File: src/rtl/ram_sp_param.sv
// Parametrised single-port synchronous RAM with a configurable read-during-write policy,
// optional output register and an optional post-reset clear engine.
// The read-data port is named dout because `do` is a reserved word in SystemVerilog.
module ram_sp_param #(
   parameter int unsigned DATA_W       = 4,
   parameter int unsigned ADDR_W       = 5,
   parameter int unsigned DEPTH        = 32,
   parameter int unsigned RDW_MODE     = 1,
   parameter int unsigned OUT_REG      = 0,
   parameter int unsigned CLEAR_ON_RST = 1
) (
   input  logic              clk,
   input  logic              rst,
   input  logic              en,
   input  logic              we,
   input  logic [ADDR_W-1:0] a,
   input  logic [DATA_W-1:0] di,
   output logic [DATA_W-1:0] dout,
   output logic              rd_valid,
   output logic              busy
);

   localparam logic [ADDR_W:0]   DepthW   = (ADDR_W+1)'(DEPTH);
   localparam logic [ADDR_W-1:0] LastAddr = ADDR_W'(DEPTH - 1);

   typedef enum logic [0:0] {StClear, StIdle} state_t;

   state_t            state_q, state_d;
   logic [ADDR_W-1:0] cnt_q, cnt_d;
   logic              clr_en;

   logic [DATA_W-1:0] mem [DEPTH];

   logic              acc, in_range;
   logic              wr_en;
   logic [ADDR_W-1:0] wr_addr;
   logic [DATA_W-1:0] wr_data;
   logic              rd_take;
   logic [DATA_W-1:0] rd_data;

   // Pipeline: s0 captures at the accepting edge, s1 is the unregistered-output stage,
   // s2 is the optional extra output register.
   logic              s0_v, s1_v, s2_v;
   logic [DATA_W-1:0] s0_d, s1_d, s2_d;

   assign busy     = (state_q == StClear);
   assign acc      = en & ~busy & ~rst;
   assign in_range = ({1'b0, a} < DepthW);

   // Clear engine next-state: walk cnt from 0 to DEPTH-1, then settle in idle.
   always_comb begin
      state_d = state_q;
      cnt_d   = cnt_q;
      clr_en  = 1'b0;
      if (state_q == StClear) begin
         clr_en = 1'b1;
         cnt_d  = cnt_q + 1'b1;
         if (cnt_q == LastAddr) begin
            state_d = StIdle;
            cnt_d   = '0;
         end
      end
   end

   // State and clear-counter register with synchronous reset.
   always_ff @(posedge clk) begin
      if (rst) begin
         state_q <= (CLEAR_ON_RST != 0) ? StClear : StIdle;
         cnt_q   <= '0;
      end else begin
         state_q <= state_d;
         cnt_q   <= cnt_d;
      end
   end

   // Single write port shared by the clear engine and accepted in-range writes.
   always_comb begin
      wr_en   = 1'b0;
      wr_addr = a;
      wr_data = di;
      if (!rst) begin
         if (clr_en) begin
            wr_en   = 1'b1;
            wr_addr = cnt_q;
            wr_data = '0;
         end else if (acc && we && in_range) begin
            wr_en = 1'b1;
         end
      end
   end

   // Memory array; contents are deliberately not reset.
   always_ff @(posedge clk) begin
      if (wr_en) begin
         mem[wr_addr] <= wr_data;
      end
   end

   // Decide whether this access returns data and which value it returns.
   always_comb begin
      rd_take = 1'b0;
      rd_data = '0;
      if (acc) begin
         if (!we || RDW_MODE == 0) begin
            // Plain read or read-first write: old contents, zero when out of range.
            rd_take = 1'b1;
            rd_data = in_range ? mem[a] : '0;
         end else if (RDW_MODE == 1) begin
            rd_take = 1'b1;
            rd_data = di;
         end
      end
   end

   // Read pipeline; data stages only load with valid so dout holds between reads.
   always_ff @(posedge clk) begin
      if (rst) begin
         s0_v <= 1'b0;
         s1_v <= 1'b0;
         s2_v <= 1'b0;
         s0_d <= '0;
         s1_d <= '0;
         s2_d <= '0;
      end else begin
         s0_v <= rd_take;
         s1_v <= s0_v;
         s2_v <= s1_v;
         if (rd_take) s0_d <= rd_data;
         if (s0_v)    s1_d <= s0_d;
         if (s1_v)    s2_d <= s1_d;
      end
   end

   assign dout     = (OUT_REG != 0) ? s2_d : s1_d;
   assign rd_valid = (OUT_REG != 0) ? s2_v : s1_v;

endmodule
File: config.mk
export PLATFORM = sky130hd
export DESIGN_NAME = ram_sp_param
export DESIGN_NICKNAME = d
export VERILOG_FILES = /design/src/rtl/ram_sp_param.sv
export SDC_FILE = /design/constraint.sdc
export NUM_CORES = 1
export LEC_CHECK = 0
export BUFFER_PORTS_ARGS = -buffer_cell sky130_fd_sc_hd__buf_4
export CORE_MARGIN = 2
export CORE_UTILIZATION = 65
export DETAILED_ROUTE_END_ITERATION = 8
export PLACE_DENSITY = 0.91
export SYNTH_ARGS = -nofsm -noshare
export SYNTH_HDL_FRONTEND = slang
export SYNTH_SLANG_ARGS = --single-unit
File: constraint.sdc
create_clock -name clk -period 4.5 [get_ports clk]
set_clock_uncertainty 0.05 [all_clocks]
set_input_delay 0.675 -clock clk [delete_from_list [all_inputs] [get_ports clk]]
set_output_delay 0.675 -clock clk [all_outputs]
set_load 0.1 [all_outputs]
==> results.sh, run 1 <==
export IMPL_critical_path_class="reg -> reg"
export IMPL_drtIter0Drc=557
export IMPL_ys_warn_count=0
export IMPL_post_cts_buffers=0
export IMPL_ff2ff_setup_slack_ns=1.43
export IMPL_layout_commonest_cell="edfxtp_1"
export IMPL_cp_num_buf_inv=0
export IMPL_yosysUniqueCellTypes=42
export IMPL_dp_hpwl_um=7430
export IMPL_wl_per_cell_um=26.3
export IMPL_arrival_ns=3.19
export IMPL_rsz0062_at_grt="no"
export IMPL_antenna_found_initial=0
export IMPL_finalSetupViolations=0
export IMPL_hold_path_class="in -> reg"
export IMPL_clock_latency_ns=0.52
export IMPL_area_growth_pct=11.6
export IMPL_max_freq_mhz=326
export IMPL_die_area_mm2=0.00997
export IMPL_ios=19
export IMPL_finalHoldViolations=0
export IMPL_timing_rr_end="mem[22][3]"
export IMPL_cts_sinks=144
export IMPL_final_min_clock_period_ns=3.07
export IMPL_viasPerCell=6.98
export IMPL_cts_tree="built"
export IMPL_drv_slew=0
export IMPL_drive_gt1_share_pct=18.8
export IMPL_timing_rr_start="state_q"
export IMPL_crit_top_cell="nor2_1"
export IMPL_initial_core_util_pct=67.8
export IMPL_multi_input_area_mm2=0.00164
export IMPL_htree_levels=4
export IMPL_outcome="completed"
export IMPL_synth_area_per_cell_um2=17.1
export IMPL_grt_use_total_pct=28.1
export IMPL_setup_tns_ns=0
export IMPL_cts_root_buffer="clkbuf_8"
export IMPL_synth_cells=350
export IMPL_num_vias=3426
export IMPL_path_cells="nor2_1 -> mux2i_1 -> or3b_2 -> nor2_1"
export IMPL_synth_seq_cells=144
export IMPL_endpoint="mem[22][3]"
export IMPL_fillerInstances=452
export IMPL_crit_fanout=15
export IMPL_crit_path_max_incr_delay_ns=0.79
export IMPL_critPathLaunchType="flop"
export IMPL_num_nets_final=387
export IMPL_core_area_mm2=0.00881
export IMPL_grt_pass1_vias=3489
export IMPL_crit_start="state_q"
export IMPL_grt_max_degree=41
export IMPL_cts_buffers_inserted=17
export IMPL_final_cell_mix="edfxtp_1, nor2_1, mux2i_1"
export IMPL_worstMarginPinSlew_ns=1.29
export IMPL_drt_pass1_iterations=6
export IMPL_maxCapViolCount=0
export IMPL_syn_area_mm2=0.00597
export IMPL_rows=34
export IMPL_peakVddDrop_v=0.000360
export IMPL_grt_pass1_wl_um=20000
export IMPL_antenna_cells=0
export IMPL_cp_data_required_time_ns=4.62
export IMPL_worst_setup_path_end_kind="flop"
export IMPL_drc=0
export IMPL_holdWs_ns=0.428
export IMPL_wl_um=12900
export IMPL_power_density_mw_per_mm2=448
export IMPL_die_width_um=99.9
export IMPL_overflow=0
export IMPL_port_buffers=18
export IMPL_ctsHoldBuffers=0
export IMPL_leakage_nw=2.24
export IMPL_regArea_mm2=0.00416
export IMPL_max_slew_margin_rel_pct=13.7
export IMPL_period_share_pct=68.2
export IMPL_worst_path_stages=4
export IMPL_ant_nets=0
export IMPL_die_h_um=99.9
export IMPL_path_delay_family="simple AND/OR/NAND/NOR gates"
export IMPL_reg2reg_depth=4
export IMPL_gp_congestion=0.803
export IMPL_path_clk_slew_ns=0.06
export IMPL_clockBufferDepth=2
export IMPL_slowest_stage="nor2_1"
export IMPL_ys_seq_area_share_pct=69.7
export IMPL_synth_nets=365
export IMPL_post_cts_resized=0
==> worst register-to-register path, cell delays in order (launching register included) <==
cell and delay (ns):
dfxtp_1 0.47, nor2_1 0.79, mux2i_1 0.55, or3b_2 0.55
nor2_1 0.31
==> metal layers <==
layer	share of wire [%]	global-route usage, %
met2	49	43.0
met3	9.8	7.66
met5	0	0
met1	36	36.7
met4	5.3	16.5
==> registers in the layout, indices dropped and copies added (netlist names) <==
signal and flops:
mem 128, dout 4, state_q 1, cnt_q 5, s0_v 1, s0_d 4, rd_valid 1
==> where the power goes <==
group	leakage [nW]	total, W	internal (W)	switching (W)
registers	1.30	0.00148	0.00147	0.00000768
logic	0.663	0.000154	0.0000548	0.0000993
clock network	0.275	0.00135	0.000835	0.000519
total	2.24	0.00298	0.00236	0.000626
==> logic make-up (layout without fill, tap and decap cells) <==
| family | after synthesis | after routing | share of synthesized area (%) |
|---|---|---|---|
| multiplexers | 49 | 49 | 15.0 |
| buffers and inverters | 20 | 53 | 3.06 |
| AO/OA/AOI/OAI | 38 | 38 | 4.34 |
| adder cells (fa/ha/maj) | 2 | 2 | 0.419 |
| AND/OR/NAND/NOR | 97 | 97 | 7.48 |
| flip-flops | 144 | 144 | 69.7 |
==> through the flow <==
stage / instances / area (um^2) / utilization (%) / setup slack, ns / power (W)
after floorplan: 350 / 5970 / - / 2.09 / 0.00161
after global placement: 460 / 6090 / 69.1 / 1.34 / 0.00164
after detailed placement: 460 / 6090 / 69.1 / 1.24 / 0.00165
after CTS: 490 / 6650 / 75.5 / 1.44 / 0.00298
after global routing: 491 / 6670 / 75.7 / 1.21 / 0.00306
final: 491 / 6670 / 75.7 / 1.43 / 0.00298
==> cell type report <==
class / count / area share [%]
Clock buffer: 19 / 6.33
Clock inverter: 11 / 2.14
Inverter: 4 / 0.225
Multi-Input combinational cell: 186 / 24.6
Sequential cell: 144 / 62.5
Tap cell: 108 / 2.03
Timing Repair Buffer: 19 / 2.25
==> how the worst min path moves through the flow <==
stage	startpoint	to	slack (ns)	cells after the start
global route	rst	cnt_q[3]	0.42	2
finish	rst	cnt_q[4]	0.43	2
detailed placement	dout[3]	dout[3]	0.45	2
CTS	rst	cnt_q[3]	0.40	2
floorplan	s0_d[0]	dout[0]	0.41	2
global placement	dout[0]	dout[0]	0.43	2
==> cell usage after synthesis <==
cell,count,area (um^2)
nor3_1,4,20.0
dlygate4sd1_1,1,8.76
a221oi_1,5,43.8
and3_1,2,12.5
o21ai_0,7,35.0
buf_8,1,15.0
edfxtp_1,128,3840
a31oi_1,2,12.5
a22oi_1,5,37.5
buf_2,2,10.0
mux2i_1,19,190
ha_1,2,25.0
nand3_1,3,15.0
nand2_1,15,56.3
nor2_1,51,191
o32ai_1,1,8.76
buf_12,2,40.0
a32oi_1,2,17.5
nor2b_1,8,50.1
dfxtp_1,16,320
a22oi_2,1,12.5
mux4_1,11,289
or2b_1,2,15.0
o22a_1,1,8.76
and3b_1,1,8.76
o21ai_1,1,5.00
and2b_1,1,7.51
nand4_1,3,18.8
clkbuf_1,3,11.3
inv_1,4,15.0
mux2_2,1,11.3
nand3b_1,4,30.0
clkbuf_4,1,7.51
clkbuf_8,3,41.3
a211oi_1,1,7.51
a21oi_1,11,55.1
and2_1,1,6.26
buf_6,3,33.8
or3b_2,1,8.76
nand2b_1,1,6.26
mux4_2,18,405
o221ai_2,1,15.0
Note: power is estimated with default switching activity, not from simulation.
==> run 2, diff against run 1 <==
--- a/config.mk
+++ b/config.mk
@@ -7,9 +7,9 @@
 export LEC_CHECK = 0
 export BUFFER_PORTS_ARGS = -buffer_cell sky130_fd_sc_hd__buf_4
 export CORE_MARGIN = 2
-export CORE_UTILIZATION = 65
+export CORE_UTILIZATION = 61
 export DETAILED_ROUTE_END_ITERATION = 8
-export PLACE_DENSITY = 0.91
+export PLACE_DENSITY = 0.86
 export SYNTH_ARGS = -nofsm -noshare
 export SYNTH_HDL_FRONTEND = slang
 export SYNTH_SLANG_ARGS = --single-unit
==> constraint.sdc (replaced) <==
create_clock -name clk -period 3.05 [get_ports clk]
set_clock_uncertainty 0.05 [all_clocks]
set_input_delay 0.4575 -clock clk [delete_from_list [all_inputs] [get_ports clk]]
set_output_delay 0.4575 -clock clk [all_outputs]
set_load 0.1 [all_outputs]
==> results.sh, run 2 (synthesized netlist as in run 1, its figures left out) <==
export IMPL_finalHoldViolations=0
export IMPL_drtIter0Drc=497
export IMPL_viasPerCell=6.38
export IMPL_crit_path_max_incr_delay_ns=0.50
export IMPL_outcome="completed"
export IMPL_drc=0
export IMPL_cp_num_buf_inv=0
export IMPL_fillerInstances=602
export IMPL_leakage_nw=2.33
export IMPL_grt_pass1_vias=3391
export IMPL_regArea_mm2=0.00416
export IMPL_arrival_ns=2.43
export IMPL_clockBufferDepth=2
export IMPL_power_density_mw_per_mm2=656
export IMPL_ctsHoldBuffers=0
export IMPL_multi_input_area_mm2=0.00164
export IMPL_die_h_um=103
export IMPL_cts_buffers_inserted=17
export IMPL_antenna_cells=0
export IMPL_final_cell_mix="edfxtp_1, nor2_1, buf_4"
export IMPL_gp_congestion=0.893
export IMPL_ant_nets=0
export IMPL_grt_use_total_pct=25.8
export IMPL_clock_latency_ns=0.53
export IMPL_cts_tree="built"
export IMPL_htree_levels=4
export IMPL_drt_pass1_iterations=5
export IMPL_area_growth_pct=14.6
export IMPL_cts_sinks=144
export IMPL_largest_register_ffs=128
export IMPL_layout_commonest_cell="edfxtp_1"
export IMPL_path_delay_family="simple AND/OR/NAND/NOR gates"
export IMPL_path_clk_slew_ns=0.06
export IMPL_setup_tns_ns=0
export IMPL_cts_root_buffer="clkbuf_8"
export IMPL_largest_register="mem"
export IMPL_wl_per_cell_um=23.3
export IMPL_port_buffers=18
export IMPL_placed_area_mm2=0.00625
export IMPL_peakVddDrop_v=0.000394
export IMPL_critPathLaunchType="flop"
export IMPL_hold_path_class="in -> reg"
export IMPL_finalInstanceArea_mm2=0.00685
export IMPL_finalSetupViolations=0
export IMPL_max_slew_margin_rel_pct=11.2
export IMPL_slowest_stage="mux2i_1"
export IMPL_post_cts_buffers=0
export IMPL_rsz0062_at_grt="no"
export IMPL_max_freq_mhz=436
export IMPL_top_regs="mem (128), cnt_q (5)"
export IMPL_path_cells="nor2_1 -> mux2i_1 -> nand3b_1 -> nor2_1"
export IMPL_maxCapViolCount=0
export IMPL_overflow=0
export IMPL_period_share_pct=75.1
export IMPL_finalCoreUtilization_pct=71.0
export IMPL_worst_setup_path_end_kind="flop"
export IMPL_ios=19
export IMPL_die_area_mm2=0.0106
export IMPL_wl_um=12400
export IMPL_grt_pass1_wl_um=19100
export IMPL_rows=36
export IMPL_initial_core_util_pct=62.0
export IMPL_core_area_mm2=0.00964
export IMPL_drv_slew=0
export IMPL_final_min_clock_period_ns=2.29
export IMPL_post_cts_resized=0
export IMPL_die_width_um=103
export IMPL_num_nets_final=402
export IMPL_dp_hpwl_um=7720
export IMPL_num_vias=3403
export IMPL_crit_top_cell="nor2_1"
export IMPL_antenna_found_initial=0
export IMPL_critical_path_class="reg -> reg"
export IMPL_dp_cells=501
export IMPL_crit_fanout=7
export IMPL_grt_max_degree=33
export IMPL_worstMarginPinSlew_ns=1.33
export IMPL_cp_data_required_time_ns=3.18
export IMPL_final_cell_count_no_fill=533
export IMPL_drive_gt1_share_pct=23.0
-- run 2: routing by layer --
layer  GRT usage [%]  routed length (um)  vias up  part of all wire [%]
li1                -                   -     1461                     -
met3            6.98                1060       34                   8.5
met1            35.7                5000     1678                    40
met4            12.6                 355        0                   2.9
met5               0                   0        -                     0
met2            38.6                6020      230                    48
-- run 2: where the power goes --
group / total (W) / internal, W / switching (W)
sequential: 0.00218 / 0.00217 / 0.0000105
combinational: 0.000239 / 0.0000945 / 0.000145
clock: 0.00208 / 0.00126 / 0.000819
total: 0.00449 / 0.00352 / 0.000974
-- run 2: final cells by class --
cell class | count | share of cell area, %
Multi-Input combinational cell | 186 | 23.9
Timing Repair Buffer | 34 | 3.91
Clock buffer | 17 | 6.05
Sequential cell | 144 | 60.8
Clock inverter | 15 | 2.65
Tap cell | 133 | 2.43
Inverter | 4 | 0.219
-- run 2: worst paths after layout --
check	from	to	slack, ns	depth (start not counted)
max	state_q	mem[11][0]	0.76	4
min	rst	cnt_q[2]	0.18	2
max reg2reg	state_q	mem[11][0]	0.76	4
min reg2reg	dout[0]	dout[0]	0.45	2
-- run 2: per-stage QoR --
step	worst slack, ns	hold WS (ns)	total power, W
floorplan	0.853	0.414	0.00237
global placement	0.588	0.428	0.00244
detailed placement	0.564	0.441	0.00245
CTS	0.781	0.158	0.00450
global route	0.578	0.171	0.00460
finish	0.758	0.185	0.00449
